===== src/rtl/enc_pwm_pkg.sv =====
// enc_pwm_pkg
// Purpose: shared types and default parameter values for the encoder/PWM mixer.
//   step_t      : per-channel decoded encoder step (none / +1 / -1)
//   DEF_*       : default values for the mixer parameters
package enc_pwm_pkg;

  typedef enum logic [1:0] {
    STEP_NONE = 2'd0,
    STEP_UP   = 2'd1,
    STEP_DN   = 2'd2
  } step_t;

  localparam int DEF_NUM_CH = 3;
  localparam int DEF_WIDTH  = 8;
  localparam int DEF_DB_DIV = 4;

endpackage


===== src/rtl/enc_pwm_mixer_enc_channel.sv =====
// enc_channel
// Purpose: one encoder channel -- 2-FF synchronisers, tick-sampled 2-bit debounce
//   history, rising-A step decode and the WIDTH-bit level register with
//   wrap/saturate arithmetic and a write override.
// Ports:
//   clk, reset      system clock, async active-high reset
//   enc_a, enc_b    raw encoder inputs (asynchronous)
//   tick            debounce sample strobe from the shared prescaler
//   sat_mode        1: clamp at 0 / max, 0: wrap
//   wr_en, wr_data  level write (already qualified for this channel)
//   level           current level register
module enc_channel
  import enc_pwm_pkg::*;
#(
  parameter int WIDTH = DEF_WIDTH
) (
  input  logic             clk,
  input  logic             reset,
  input  logic             enc_a,
  input  logic             enc_b,
  input  logic             tick,
  input  logic             sat_mode,
  input  logic             wr_en,
  input  logic [WIDTH-1:0] wr_data,
  output logic [WIDTH-1:0] level
);

  localparam logic [WIDTH-1:0] LEVEL_MAX = '1;

  logic [1:0] sync_a, sync_b;
  logic [1:0] hist_a, hist_b;
  logic       db_a, db_b;
  logic       db_a_nxt, db_b_nxt;
  step_t      step;

  // The debounced value follows the history only once two consecutive tick
  // samples agree; the step is decoded from the value about to be registered
  // so the level moves in the same cycle the debounced A rises.
  always_comb begin
    db_a_nxt = (hist_a[1] == hist_a[0]) ? hist_a[0] : db_a;
    db_b_nxt = (hist_b[1] == hist_b[0]) ? hist_b[0] : db_b;
    step     = STEP_NONE;
    if (db_a_nxt && !db_a) begin
      step = db_b_nxt ? STEP_DN : STEP_UP;
    end
  end

  always_ff @(posedge clk or posedge reset) begin
    if (reset) begin
      sync_a <= '0;
      sync_b <= '0;
      hist_a <= '0;
      hist_b <= '0;
      db_a   <= 1'b0;
      db_b   <= 1'b0;
      level  <= '0;
    end else begin
      sync_a <= {sync_a[0], enc_a};
      sync_b <= {sync_b[0], enc_b};
      if (tick) begin
        hist_a <= {hist_a[0], sync_a[1]};
        hist_b <= {hist_b[0], sync_b[1]};
      end
      db_a <= db_a_nxt;
      db_b <= db_b_nxt;
      // A write in the same cycle as a step wins; the step is dropped.
      if (wr_en) begin
        level <= wr_data;
      end else begin
        case (step)
          STEP_UP: if (!(sat_mode && level == LEVEL_MAX)) level <= level + 1'b1;
          STEP_DN: if (!(sat_mode && level == '0))        level <= level - 1'b1;
          default: ;
        endcase
      end
    end
  end

endmodule


===== src/rtl/enc_pwm_mixer.sv =====
// enc_pwm_mixer
// Purpose: NUM_CH rotary-encoder channels each driving a WIDTH-bit level and a
//   PWM output, with bus write/readback of the levels.
// Ports:
//   clk, reset      system clock, async active-high reset
//   enc_a, enc_b    encoder inputs, one bit per channel
//   sat_mode        1: levels saturate, 0: levels wrap
//   wr_en/wr_ch/wr_data  one-cycle level write; out-of-range wr_ch is ignored
//   level_out       packed level registers, ch0 in the LSBs
//   pwm_out         per-channel PWM
//   period_stb      one-cycle pulse marking the first output cycle of a PWM period
module enc_pwm_mixer
  import enc_pwm_pkg::*;
#(
  parameter  int NUM_CH = DEF_NUM_CH,
  parameter  int WIDTH  = DEF_WIDTH,
  parameter  int DB_DIV = DEF_DB_DIV,
  localparam int CH_W   = (NUM_CH > 1) ? $clog2(NUM_CH) : 1
) (
  input  logic                    clk,
  input  logic                    reset,
  input  logic [NUM_CH-1:0]       enc_a,
  input  logic [NUM_CH-1:0]       enc_b,
  input  logic                    sat_mode,
  input  logic                    wr_en,
  input  logic [CH_W-1:0]         wr_ch,
  input  logic [WIDTH-1:0]        wr_data,
  output logic [NUM_CH*WIDTH-1:0] level_out,
  output logic [NUM_CH-1:0]       pwm_out,
  output logic                    period_stb
);

  localparam logic [WIDTH-1:0] CNT_MAX = '1;

  logic [DB_DIV-1:0] presc;
  logic              tick;
  logic [WIDTH-1:0]  cnt;
  logic [WIDTH-1:0]  level  [NUM_CH];
  logic [WIDTH-1:0]  shadow [NUM_CH];

  // Debounce prescaler runs down and ticks at its terminal count of zero.
  assign tick = (presc == '0);

  always_ff @(posedge clk or posedge reset) begin
    if (reset) presc <= '0;
    else       presc <= presc - 1'b1;
  end

  for (genvar i = 0; i < NUM_CH; i++) begin : g_ch
    enc_channel #(.WIDTH(WIDTH)) u_ch (
      .clk      (clk),
      .reset    (reset),
      .enc_a    (enc_a[i]),
      .enc_b    (enc_b[i]),
      .tick     (tick),
      .sat_mode (sat_mode),
      .wr_en    (wr_en && (wr_ch == CH_W'(i))),
      .wr_data  (wr_data),
      .level    (level[i])
    );
    assign level_out[i*WIDTH +: WIDTH] = level[i];
  end

  // pwm_out and period_stb are both registered from the same cnt value, so the
  // strobe lines up with the first output cycle of each period. Shadows load on
  // the last count so a new level only ever starts on a period boundary.
  always_ff @(posedge clk or posedge reset) begin
    if (reset) begin
      cnt        <= '0;
      period_stb <= 1'b0;
      pwm_out    <= '0;
      for (int i = 0; i < NUM_CH; i++) shadow[i] <= '0;
    end else begin
      cnt        <= cnt + 1'b1;
      period_stb <= (cnt == '0);
      for (int i = 0; i < NUM_CH; i++) begin
        pwm_out[i] <= (cnt < shadow[i]);
        if (cnt == CNT_MAX) shadow[i] <= level[i];
      end
    end
  end

endmodule


===== config.mk =====
export PLATFORM = sky130hd
export DESIGN_NAME = enc_pwm_mixer
export DESIGN_NICKNAME = d
export VERILOG_FILES = /design/src/rtl/enc_pwm_pkg.sv /design/src/rtl/enc_pwm_mixer_enc_channel.sv /design/src/rtl/enc_pwm_mixer.sv
export SDC_FILE = /design/constraint.sdc
export NUM_CORES = 1
export LEC_CHECK = 0
export BUFFER_PORTS_ARGS = -buffer_cell sky130_fd_sc_hd__buf_2
export CORE_MARGIN = 4
export CORE_UTILIZATION = 54
export DETAILED_ROUTE_END_ITERATION = 8
export GPL_TIMING_DRIVEN = 0
export PLACE_DENSITY = 0.77
export SLEW_MARGIN = 20
export SYNTH_ARGS = -nofsm -noshare
export SYNTH_HDL_FRONTEND = slang
export SYNTH_SLANG_ARGS = --single-unit

===== constraint.sdc =====
create_clock -name clk -period 3 [get_ports clk]
set_clock_uncertainty 0.2 [all_clocks]
set_input_delay 0.45 -clock clk [delete_from_list [all_inputs] [get_ports clk]]
set_output_delay 0.45 -clock clk [all_outputs]
set_load 0.01 [all_outputs]

======== Yosys cells after proc, flatten, opt, wreduce, memory -nomap -nowiden ========
Cells that the tools add are included.
word-level totals
  register bits ........................... 94
  bits in latches ......................... 0
  RAM bits ................................ 0
  memory bits (read-only) ................. 0
  input port bits ......................... 20
  output and inout port bits .............. 28
  logic and storage cells ................. 114
  memories ................................ 0
operators by class
  add/subtract/negate cells ............... 8
  multipliers ............................. 0
  divide/modulo/power cells ............... 0
  $lt $le $gt $ge ......................... 3
  equality and inequality tests ........... 24
  shifts and indexed selects .............. 0
  muxes and demuxes ....................... 24
  bitwise gates (word level) .............. 0
  reductions and logical operators ........ 27
operators with widths
  kind                                                                number
  8-bit 2-to-1 mux                                                    9
  8-bit case mux with 2 select lines                                  3
  8-bit by 1-bit adder with 8-bit output, second input constant       4
  8-bit == test, second input constant                                4
  8-bit logical NOT                                                   4
  8-bit less-than comparator                                          3
  8-bit by 1-bit subtractor with 8-bit output, second input constant  3
  3-bit by 2-bit != test with 1-bit output, second input constant     6
  1-bit logical AND                                                   12
  2-bit 2-to-1 mux                                                    6
  3-bit AND reduction                                                 3
  3-bit nonzero test                                                  3
  2-bit by 1-bit == test with 1-bit output, second input constant     4
  2-bit == test, second input constant                                4
  1-bit == test                                                       6
  1-bit 2-to-1 mux                                                    6
  4-bit logical NOT                                                   1
  4-bit by 1-bit subtractor with 4-bit output, second input constant  1
  1-bit logical NOT                                                   3
  2-bit logical NOT                                                   1

======== Logic depth before layout (Yosys ltp) ========
Gate-level depths: netlist (run 1).
  depth in word-level cells ............... 7
  mapped depth ............................ 13
  mapped depth without buffers ............ 12

======== Cells and area by module ========
Synthesis (run 1) repeated with hierarchy kept, for this count alone.
unflattened totals
  cell total of the unflattened synthesis .. 491
  area total of the unflattened synthesis .. 5,097.4 µm²
by module, submodules not included
  module         times used  cells an instance  area an instance (µm²)  seq. area each (µm²)
  enc_channel    3           105                1,011.0                 450.4
  enc_pwm_mixer  1           176                2,064.5                 1,001.0

======== Least setup slack after synthesis (run 1) ========
No wires, ideal clock.
  path type ............................... register to register
  from .................................... register g_ch[0].u_ch.hist_b[0]
  to ...................................... register g_ch[0].u_ch.level[7]
  library setup time ...................... 0.077 ns
  data arrival time ....................... 2.445 ns
  required time ........................... 2.723 ns
  slack ................................... 0.278 ns
  stages on the path, launching flop included .. 12
  buffers on the path ..................... 1
  cells stage by stage .................... dfrtp_1 > maj3_1 > and2_0 > clkbuf_1 > ha_1 > a21oi_1 > o211ai_1 > o41ai_1 > xnor2_1 > nand2_1 > xor2_1 > a21oi_1
on the way
  longest elaborated chain between the ends .. 7
  elaborated cells on any way between the ends .. 12
RTL lines
  item                                                                              line                             source
  from (decl)                                                                       enc_pwm_mixer_enc_channel.sv:31  logic [1:0] hist_a, hist_b;
  from (signal assigned)                                                            enc_pwm_mixer_enc_channel.sv:62  hist_b <= {hist_b[0], sync_b[1]};
  1-bit == test                                                                     enc_pwm_mixer_enc_channel.sv:41  db_b_nxt = (hist_b[1] == hist_b[0]) ? hist_b[0] : db_b;
  1-bit 2-to-1 mux *                                                                enc_pwm_mixer_enc_channel.sv:41
  named net g_ch[0].u_ch.db_b_nxt                                                   enc_pwm_mixer_enc_channel.sv:33  logic db_a_nxt, db_b_nxt;
  2-bit 2-to-1 mux *                                                                enc_pwm_mixer_enc_channel.sv:44  step = db_b_nxt ? STEP_DN : STEP_UP;
  2-bit 2-to-1 mux *                                                                enc_pwm_mixer_enc_channel.sv:43  if (db_a_nxt && !db_a) begin
  2-bit == test / 2-bit by 1-bit == test with 1-bit output (equally long branches)  enc_pwm_mixer_enc_channel.sv:70  case (step)
  3-bit by 2-bit != test with 1-bit output (no line), or another cell as far along  -
  3-bit AND reduction (no line) / 8-bit 2-to-1 mux (equally long branches)          -
  to (signal assigned)                                                              enc_pwm_mixer_enc_channel.sv:68  level <= wr_data;
  to (signal assigned)                                                              enc_pwm_mixer_enc_channel.sv:71  STEP_UP: if (!(sat_mode && level == LEVEL_MAX)) level <= level + 1'b1;
  to (signal assigned)                                                              enc_pwm_mixer_enc_channel.sv:72  STEP_DN: if (!(sat_mode && level == '0)) level <= level - 1'b1;
  to (decl)                                                                         enc_pwm_mixer_enc_channel.sv:25  output logic [WIDTH-1:0] level
The timed path passes the listed nets; every way through them passes the cells marked *.
A chain may end at the register's enable or synchronous reset.

======== Worst setup path after layout (run 1) ========
  from .................................... register g_ch[1].u_ch.hist_b[0]
  to ...................................... register g_ch[1].u_ch.level[7]
on the way
  longest elaborated chain between the ends .. 7
  elaborated cells on any way between the ends .. 12
RTL lines
  item                                                                              line
  from (decl)                                                                       enc_pwm_mixer_enc_channel.sv:31
  from (signal assigned)                                                            enc_pwm_mixer_enc_channel.sv:62
  1-bit == test                                                                     enc_pwm_mixer_enc_channel.sv:41
  1-bit 2-to-1 mux *                                                                enc_pwm_mixer_enc_channel.sv:41
  named net g_ch[1].u_ch.db_b_nxt                                                   enc_pwm_mixer_enc_channel.sv:33
  2-bit 2-to-1 mux *                                                                enc_pwm_mixer_enc_channel.sv:44
  2-bit 2-to-1 mux *                                                                enc_pwm_mixer_enc_channel.sv:43
  2-bit == test / 2-bit by 1-bit == test with 1-bit output (equally long branches)  enc_pwm_mixer_enc_channel.sv:70
  3-bit by 2-bit != test with 1-bit output (no line), or another cell as far along  -
  3-bit AND reduction (no line) / 8-bit 2-to-1 mux (equally long branches)          -
  to (signal assigned)                                                              enc_pwm_mixer_enc_channel.sv:68
  to (signal assigned)                                                              enc_pwm_mixer_enc_channel.sv:71
  to (signal assigned)                                                              enc_pwm_mixer_enc_channel.sv:72
  to (decl)                                                                         enc_pwm_mixer_enc_channel.sv:25
Marked as above.

==> impl_metrics.env, run 1 <==
export IMPL_hold_ws_ns=0.0197
export IMPL_drive_above_1_share=0.201
export IMPL_crit_chain="maj3_1 -> nand2_1 -> inv_1 -> ha_1 -> a21oi_1 -> o211ai_1 -> o41ai_2 -> xnor2_1 -> nor2_1 -> xnor2_1 -> o21ai_0"
export IMPL_required_ns=3.03
export IMPL_worst_path_max_fanout=6
export IMPL_pre_cts_slack_ns=-0.00407
export IMPL_cts_tree="done"
export IMPL_fin_ws_ns=0.170
export IMPL_synthCells=472
export IMPL_clk_path_buf_depth=2
export IMPL_grt_antenna_before_repair=0
export IMPL_critPathCaptureType="register"
export IMPL_post_route_min_period_ns=2.83
export IMPL_fmax_mhz=353
export IMPL_timing_rr_start="g_ch[1].u_ch.hist_b[0]"
export IMPL_worst_slew_pin_slew_ns=0.770
export IMPL_finalMaxSlewViolations=0
export IMPL_crit_path_frequent_cell="xnor2_1"
export IMPL_die_area_um2=10900
export IMPL_grt_usage=0.195
export IMPL_drtIter0Drc=120
export IMPL_fin_nets=603
export IMPL_h_tree_depth=3
export IMPL_place_area_um2=5420
export IMPL_die_w_um=104
export IMPL_start_kind="register"
export IMPL_post_route_util=0.644
export IMPL_clock_sinks=94
export IMPL_syn_cell_area_um2=5000
export IMPL_post_dp_hpwl_mm=7.92
export IMPL_power_density_nw_per_um2=649
export IMPL_outcome="finished clean"
export IMPL_grt_max_degree=36
export IMPL_crit_path_top_delay_cell="maj3_1"
export IMPL_rsz0062_at_grt="false"
export IMPL_cts_buffers=9
export IMPL_first_pass_iters=5
export IMPL_startpoint="g_ch[1].u_ch.hist_b[0]"
export IMPL_rr_worst_depth=11
export IMPL_yosysUniqueCellTypes=41
export IMPL_leakage_uw=0.00264
export IMPL_grt_pass1_wl_mm=17.2
export IMPL_diodes=0
export IMPL_postLayoutCellArea_um2=5700
export IMPL_initial_utilization=0.566
export IMPL_routabilityCongestion=0.858
export IMPL_synthArstFlopShare=1.00
export IMPL_cts_root_buf="clkbuf_8"
export IMPL_ys_ff_latch=94
export IMPL_yosysWarnings=0
export IMPL_avgSynthCellArea_um2=10.6
export IMPL_cap_viol_max_count=0
export IMPL_ys_seq_area_frac=0.470
export IMPL_postRouteAntennaNets=0
export IMPL_synth_nets=538
export IMPL_ir_drop_v=0.000410
export IMPL_fin_crit_sh=0.943
export IMPL_hold_viol=0
export IMPL_area_growth_pct=13.8
export IMPL_total_power_uw=3700
export IMPL_worst_path_largest_cell_delay_ns=0.41
export IMPL_die_height_um=104
export IMPL_synth_edf_count=0
export IMPL_arrival_ns=2.86
export IMPL_clk_pin_slew_ns=0.09
export IMPL_ios=48
export IMPL_critPathBufInv=1
export IMPL_worstSetupPathType="reg2reg"
export IMPL_r2r_end="g_ch[1].u_ch.level[7]"
export IMPL_wl_per_cell_um=15.7
export IMPL_io_buffers=47
export IMPL_worstHoldPathType="in2async"
export IMPL_clk_latency_ns=0.36
export IMPL_drc=0
export IMPL_r2r_slack_ns=0.17
export IMPL_vias_per_cell=5.59
export IMPL_crit_family="adder cells"
export IMPL_synthFlopType="dfrtp_1"
export IMPL_grt_overflow_total=0
export IMPL_vias=3629
export IMPL_slew_headroom=0.485
export IMPL_finalWirelength_mm=10.2
export IMPL_setup_violations=0
export IMPL_core_area_um2=8850
export IMPL_grt_pass1_vias=3642
export IMPL_num_rows=34
==> power by group <==
part | internal [µW] | switching [µW]
clock network | 380 | 416
registers | 1430 | 294
logic | 546 | 632
total | 2350 | 1340
==> cell families after synthesis <==
| kind of cell | after synthesis | share of synthesized area |
|---|---|---|
| flip-flops | 94 | 0.470 |
| AO/OA/AOI/OAI | 82 | 0.0967 |
| multiplexers | 44 | 0.0960 |
| adder cells (fa/ha/maj) | 52 | 0.132 |
| buffers and inverters | 53 | 0.0403 |
| AND/OR/NAND/NOR | 118 | 0.115 |
| XOR/XNOR | 29 | 0.0508 |
==> how the worst max path moves through the flow <==
stage,slack (ns),end,cells past startpoint
global placement,0.06,g_ch[0].u_ch.level[7],11
CTS,0.02,g_ch[0].u_ch.level[6],11
global route,0.008,g_ch[1].u_ch.level[7],11
finish,0.17,g_ch[1].u_ch.level[7],11
floorplan,0.28,g_ch[0].u_ch.level[7],11
detailed placement,-0.004,g_ch[0].u_ch.level[7],11
==> cell usage in the layout (no fill, tap or decap), types with 5 or more instances in the layout <==
| master | count |
|---|---|
| mux2_2 | 32 |
| dfrtp_1 | 94 |
| nand3_1 | 15 |
| maj3_1 | 5 |
| inv_1 | 40 |
| clkbuf_8 | 9 |
| nor3_1 | 6 |
| a21oi_1 | 27 |
| xnor2_1 | 21 |
| buf_2 | 49 |
| dlygate4sd3_1 | 6 |
| nor4_1 | 8 |
| xor2_1 | 8 |
| nand4_1 | 5 |
| nand2_1 | 29 |
| ha_1 | 43 |
| o21ai_0 | 27 |
| nor2_1 | 38 |
| mux2i_1 | 12 |
| clkbuf_1 | 11 |
==> through the flow <==
step                TNS (ns)  cells
finish                     0    649
global route               0    649
CTS                        0    650
detailed placement  -0.00407    629
global placement           0    627
floorplan                  0    472
==> area by class of cell <==
type	count	area, µm²
clock buffer	11	131
timing repair buffer	55	335
buffer	11	43.8
inverter	41	158
clock inverter	4	48.8
tap	108	135
sequential	94	2350
multi-input combinational	325	2490
fill	721	3150
==> metal layers <==
| metal | global-route usage | part of all wire | up-vias | wire length (µm) |
|---|---|---|---|---|
| met2 | 0.326 | 0.50 | 75 | 5120 |
| met1 | 0.247 | 0.44 | 1758 | 4520 |
| met3 | 0.0397 | 0.035 | 20 | 357 |
| met5 | 0 | 0 | - | 0 |
| li1 | - | - | 1776 | - |
| met4 | 0.0760 | 0.021 | 0 | 211 |
==> cell usage after synthesis (all sizes together) (5+ instances only) <==
cell type | instances | area share
nand4 | 5 | 0.0063
inv | 41 | 0.031
maj3 | 6 | 0.012
xor2 | 8 | 0.014
a21oi | 30 | 0.030
xnor2 | 21 | 0.037
nand3 | 15 | 0.015
dfrtp | 94 | 0.47
o21ai | 27 | 0.027
ha | 43 | 0.11
clkbuf | 10 | 0.0075
nor2 | 38 | 0.029
nor4 | 9 | 0.014
mux2 | 32 | 0.072
nor3 | 7 | 0.0070
nand2 | 29 | 0.022
mux2i | 12 | 0.024
==> registers in the layout (all words and copies together), names as in the netlist <==
| register | cells |
|---|---|
| shadow | 24 |
| cnt | 8 |
| g_ch.u_ch.hist_a | 6 |
| pwm_out | 3 |
| g_ch.u_ch.db_b | 3 |
| g_ch.u_ch.level | 24 |
| g_ch.u_ch.sync_a | 6 |
| period_stb | 1 |
| presc | 4 |
| g_ch.u_ch.db_a | 3 |
| g_ch.u_ch.sync_b | 6 |
| g_ch.u_ch.hist_b | 6 |
==> worst register-to-register path: cells and delay by family (launching register included) <==
family                     cells  cell delay, ns
and+or+nand+nor                2            0.32
xor gates and xnor gates       2            0.22
AOI/OAI and AO/OA              4            0.69
buffers and inverters          1            0.15
DFF                            1            0.40
adders and majority gates      2            0.71
==> repair_timing <==
action                     4_1_cts  5_1_grt
hold endpoints to repair         6        0
setup endpoints to repair        1        5
resized for setup                1        8
setup buffers                    0        0
hold buffers                     6        0
Note: power is estimated with default switching activity, not from simulation.
==> run 2, diff against run 1 <==
- PLACE_DENSITY: 0.77 -> 0.88
==> run 2 against run 1 <==
The flow now finishes with violations (negative hold slack). Sequential power about the same. Clock power down 7.9%. Total power down 1.7%. Combinational power about the same. Largest power group unchanged.
==> impl_metrics.env, run 2 (synthesis results as in run 1) <==
export IMPL_postLayoutCellArea_um2=5670
export IMPL_final_common_cell="dfrtp_1"
export IMPL_critPathCaptureType="register"
export IMPL_num_rows=34
export IMPL_drive_above_1_share=0.199
export IMPL_leakage_uw=0.00263
export IMPL_worst_slew_pin_slew_ns=0.724
export IMPL_drc=0
export IMPL_core_area_um2=8850
export IMPL_clk_latency_ns=0.37
export IMPL_die_height_um=104
export IMPL_grt_pass1_wl_mm=17.4
export IMPL_grt_max_degree=37
export IMPL_post_dp_hpwl_mm=8.01
export IMPL_required_ns=3.09
export IMPL_arrival_ns=2.95
export IMPL_hold_ws_ns=-0.00467
export IMPL_clock_sinks=94
export IMPL_rsz0062_at_grt="true"
export IMPL_grt_usage=0.196
export IMPL_p_seq_frac=0.472
export IMPL_fin_crit_sh=0.955
export IMPL_power_internal_uw=2270
export IMPL_pre_cts_slack_ns=-0.0589
export IMPL_worst_path_max_fanout=9
export IMPL_finalMaxSlewViolations=0
export IMPL_die_area_um2=10900
export IMPL_worstHoldPathType="in2async"
export IMPL_first_pass_iters=4
export IMPL_grt_pass1_vias=3770
export IMPL_io_buffers=47
export IMPL_power_density_nw_per_um2=640
export IMPL_cts_buffers=9
export IMPL_startpoint="g_ch[0].u_ch.hist_b[0]"
export IMPL_power_share_switching=0.374
export IMPL_place_area_um2=5420
export IMPL_vias=3704
export IMPL_r2r_end="g_ch[0].u_ch.level[7]"
export IMPL_ir_drop_v=0.000407
export IMPL_post_route_min_period_ns=2.86
export IMPL_wl_per_cell_um=15.7
export IMPL_fillers=700
export IMPL_cap_viol_max_count=0
export IMPL_violations="negative hold slack"
export IMPL_switchingPower_uw=1360
export IMPL_vias_per_cell=5.70
export IMPL_slew_headroom=0.516
export IMPL_h_tree_depth=3
export IMPL_setup_violations=0
export IMPL_r2r_slack_ns=0.14
export IMPL_most_common_layout_cells="dfrtp_1 (94), buf_2 (49), ha_1 (43), inv_1 (40), nor2_1 (38)"
export IMPL_postCtsSetupBuffers=0
export IMPL_rr_worst_depth=10
export IMPL_clockPowerShare=0.202
export IMPL_hold_viol=14
export IMPL_initial_utilization=0.566
export IMPL_start_kind="register"
export IMPL_area_growth_pct=13.3
export IMPL_timing_rr_start="g_ch[0].u_ch.hist_b[0]"
export IMPL_fmax_mhz=349
export IMPL_fin_nets=603
export IMPL_die_w_um=104
export IMPL_diodes=0
export IMPL_finalWirelength_mm=10.2
export IMPL_drtIter0Drc=191
export IMPL_p_comb_frac=0.326
export IMPL_postRouteAntennaNets=0
export IMPL_clk_pin_slew_ns=0.10
export IMPL_top_regs="g_ch.u_ch.level (24), shadow (24), cnt (8)"
export IMPL_clk_path_buf_depth=2
export IMPL_endpoint="g_ch[0].u_ch.level[7]"
export IMPL_routabilityCongestion=0.889
export IMPL_grt_antenna_before_repair=0
export IMPL_outcome="complete, but fails checks"
export IMPL_grt_overflow_total=0
export IMPL_fin_ws_ns=0.136
export IMPL_ios=48
export IMPL_cts_tree="done"
export IMPL_cts_root_buf="clkbuf_8"
export IMPL_worstSetupPathType="reg2reg"
## run 2: cell count changes in the layout (fill, tap and decap cells not counted), sizes merged
cell | previous run | this run
bufinv | 1 | 0
clkinvlp | 1 | 2
inv | 40 | 41
## run 2: area by class of cell
type / count / area, µm² / area share
tap: 108 / 135 / 0.0238
clock buffer: 11 / 131 / 0.0232
multi-input combinational: 325 / 2480 / 0.437
sequential: 94 / 2350 / 0.415
buffer: 11 / 43.8 / 0.00772
inverter: 41 / 158 / 0.0278
timing repair buffer: 55 / 335 / 0.0591
clock inverter: 5 / 35.0 / 0.00618
## run 2: timing repair
item | 4_1_cts | 5_1_grt
resized for setup | 1 | 6
hold buffers | 6 | 0
endpoints found under the setup margin | 1 | 4
hold endpoints to repair | 6 | 0
## run 2: stage by stage
step	total power (µW)	util	TNS, ns	cells
floorplan	2460	-	0	472
global placement	2800	0.608	0	627
detailed placement	2890	0.612	-0.0589	629
CTS	3630	0.638	0	650
global route	3870	0.641	-0.0619	650
finish	3630	0.641	0	650
## run 2: how the worst min path moves through the flow
| stage | start | end | slack [ns] |
|---|---|---|---|
| after detailed placement | g_ch[2].u_ch.sync_a[0] | g_ch[2].u_ch.sync_a[1] | 0.14 |
| final | reset | shadow[19] | -0.005 |
| after floorplan | g_ch[0].u_ch.sync_a[0] | g_ch[0].u_ch.sync_a[1] | 0.13 |
| after global routing | reset | shadow[19] | 0.03 |
| after CTS | reset | shadow[21] | 0.003 |
| after global placement | g_ch[1].u_ch.sync_a[0] | g_ch[1].u_ch.sync_a[1] | 0.13 |
## run 2: layer usage
| metal | up-vias | wire [µm] | track usage | part of all wire |
|---|---|---|---|---|
| met4 | 0 | 253 | 0.0693 | 0.025 |
| met5 | - | 0 | 0 | 0 |
| met1 | 1808 | 4190 | 0.240 | 0.41 |
| met2 | 105 | 5230 | 0.336 | 0.51 |
| met3 | 25 | 546 | 0.0497 | 0.053 |
| li1 | 1766 | - | - | - |
## run 2: power by group through the flow
stage          Sequential [µW]  Clock, µW  Combinational (µW)
2_1_floorplan             1700          0                 756
3_3_place_gp              1710          0                1090
3_5_place_dp              1730          0                1150
4_1_cts                   1710        755                1160
5_1_grt                   1750        805                1320
6_report                  1710        733                1180
## run 2: critical path: stages (launching register included)
cell and delay [ns]:
dfrtp_1 0.40, maj3_1 0.39, and2_2 0.30, ha_1 0.30
a21oi_1 0.19, o211ai_1 0.17, o41ai_2 0.25, xnor2_1 0.16
nand2_1 0.08, xor2_1 0.15, a21oi_1 0.19
==> run 3, diff against run 2 <==
- GPL_TIMING_DRIVEN: 0 -> not set
- clock period: 3 -> 2.6 ns (I/O delays scaled with it)
==> run 3 against run 2 <==
The run ends with negative setup slack left. Flip-flop and latch count unchanged. Via count rose by 4.0%. Non-clock buffer count grew 21. Largest cell class unchanged.
==> impl_metrics.env, run 3 (synthesis results as in run 1) <==
export IMPL_p_seq_frac=0.424
export IMPL_min_to="g_ch[1].u_ch.level[4]"
export IMPL_critPathCaptureType="register"
export IMPL_top_regs="g_ch.u_ch.level (24), shadow (24), cnt (8)"
export IMPL_drc=0
export IMPL_crit_path_frequent_cell="xor2_1"
export IMPL_io_buffers=47
export IMPL_die_w_um=104
export IMPL_postLayoutCellArea_um2=6090
export IMPL_most_common_layout_cells="dfrtp_1 (94), buf_2 (47), inv_1 (38), nor2_1 (37), ha_1 (33)"
export IMPL_ios=48
export IMPL_grt_pass1_wl_mm=19.0
export IMPL_grt_usage=0.214
export IMPL_vias_per_cell=5.74
export IMPL_cap_viol_max_count=0
export IMPL_fin_ws_ns=-0.0295
export IMPL_hold_ws_ns=0.117
export IMPL_worst_path_largest_cell_delay_ns=0.41
export IMPL_clk_pin_slew_ns=0.09
export IMPL_hold_path_startpoint="wr_data[4]"
export IMPL_fin_nets=624
export IMPL_cts_buffers=9
export IMPL_num_rows=34
export IMPL_leakage_uw=0.00279
export IMPL_power_density_nw_per_um2=773
export IMPL_drive_above_1_share=0.290
export IMPL_r2r_end="g_ch[2].u_ch.level[7]"
export IMPL_setup_violations=3
export IMPL_post_dp_hpwl_mm=7.87
export IMPL_r2r_slack_ns=-0.03
export IMPL_hold_viol=0
export IMPL_die_height_um=104
export IMPL_worstHoldPathType="in2reg"
export IMPL_cts_root_buf="clkbuf_8"
export IMPL_crit_family="compound AO/OA/AOI/OAI gates"
export IMPL_grt_pass1_vias=4054
export IMPL_setup_tns_ns=-0.0600
export IMPL_vias=3852
export IMPL_ir_drop_v=0.000462
export IMPL_clk_latency_ns=0.36
export IMPL_drtIter0Drc=197
export IMPL_finalMaxSlewViolations=0
export IMPL_clock_sinks=94
export IMPL_diodes=0
export IMPL_first_pass_iters=4
export IMPL_cts_tree="done"
export IMPL_clk_path_buf_depth=2
export IMPL_worst_path_max_fanout=5
export IMPL_grt_antenna_before_repair=0
export IMPL_place_area_um2=5540
export IMPL_routabilityCongestion=0.924
export IMPL_pre_cts_slack_ns=-0.151
export IMPL_area_growth_pct=21.7
export IMPL_critPathBufInv=1
export IMPL_rsz0062_at_grt="true"
export IMPL_final_common_cell="dfrtp_1"
export IMPL_fillers=617
export IMPL_start_kind="register"
export IMPL_power_share_switching=0.367
export IMPL_core_area_um2=8850
export IMPL_slew_headroom=0.510
export IMPL_die_area_um2=10900
export IMPL_required_ns=2.62
export IMPL_timing_rr_start="g_ch[2].u_ch.hist_b[1]"
export IMPL_outcome="complete, but fails checks"
export IMPL_post_route_min_period_ns=2.63
export IMPL_p_comb_frac=0.362
export IMPL_wl_per_cell_um=17.1
export IMPL_post_route_util=0.688
export IMPL_violations="negative setup slack"
export IMPL_postRouteAntennaNets=0
export IMPL_rr_worst_depth=11
export IMPL_whs_path_depth=3
export IMPL_crit_chain="maj3_2 -> nand2_4 -> inv_4 -> ha_4 -> a21oi_4 -> o211ai_1 -> o41ai_2 -> xor2_1 -> nand2_1 -> xor2_1 -> a21oi_1"
export IMPL_worstSetupPathType="reg2reg"
export IMPL_initial_utilization=0.566
export IMPL_power_internal_uw=2980
export IMPL_grt_overflow_total=0
export IMPL_worst_slew_pin_slew_ns=0.728
export IMPL_finalWirelength_mm=11.5
export IMPL_switchingPower_uw=1730
export IMPL_crit_path_top_delay_cell="dfrtp_1"
export IMPL_clockPowerShare=0.213
export IMPL_h_tree_depth=3
export IMPL_fin_crit_sh=1.01
export IMPL_fmax_mhz=380
export IMPL_grt_max_degree=63
export IMPL_arrival_ns=2.65
run 3: what timing repair did:
item	in CTS	in global routing
setup buffers	5	4
pin swaps	8	17
endpoints found under the hold margin	100	0
gates resized for setup	14	23
endpoints found under the setup margin	6	9
hold buffers	7	0
run 3: area by class of cell:
cell class | count | area, µm² | area share
sequential | 94 | 2350 | 0.386
tap | 108 | 135 | 0.0222
inverter | 41 | 163 | 0.0267
clock inverter | 5 | 57.6 | 0.00945
timing repair buffer | 87 | 566 | 0.0929
clock buffer | 11 | 151 | 0.0249
multi-input combinational | 325 | 2670 | 0.438
run 3: worst register-to-register path: stages, from the launching register on:
cell and delay [ns]:
dfrtp_1 0.41, maj3_2 0.34, nand2_4 0.09, inv_4 0.07, ha_4 0.22, a21oi_4 0.14, o211ai_1 0.15, o41ai_2 0.33
xor2_1 0.20, nand2_1 0.08, xor2_1 0.17, a21oi_1 0.09
run 3: worst max path at each step:
stage                            from               endpoint  slack (ns)  cells past startpoint
3_3_place_gp   g_ch[0].u_ch.hist_b[0]  g_ch[0].u_ch.level[7]       -0.05                     10
4_1_cts        g_ch[2].u_ch.hist_b[0]  g_ch[2].u_ch.level[6]       -0.08                     11
2_1_floorplan  g_ch[0].u_ch.hist_b[0]  g_ch[0].u_ch.level[7]       0.006                     11
6_report       g_ch[2].u_ch.hist_b[1]  g_ch[2].u_ch.level[7]       -0.03                     11
3_5_place_dp   g_ch[0].u_ch.hist_b[0]  g_ch[0].u_ch.level[7]       -0.15                     10
5_1_grt        g_ch[1].u_ch.hist_b[0]  g_ch[1].u_ch.level[7]       -0.20                     11
run 3: per-layer routing:
metal  global-route usage  vias up  share of wire
li1                     -     1821              -
met1                0.262     1904           0.41
met2                0.363       99           0.51
met3               0.0515       28          0.044
met4               0.0836        0          0.032
met5                    0        -              0
run 3: power groups by stage:
stage	logic [µW]	registers, µW	clock network [µW]
after floorplan	888	1970	0
after global placement	1380	1960	0
after detailed placement	1460	1970	0
after CTS	1550	1950	1020
after global routing	1870	2030	1090
final	1710	2000	1010
run 3: metrics by stage:
step | std cells | power, µW
after floorplan | 472 | 2860
after global placement | 639 | 3340
after detailed placement | 639 | 3440
after CTS | 667 | 4530
after global routing | 671 | 4990
final | 671 | 4710
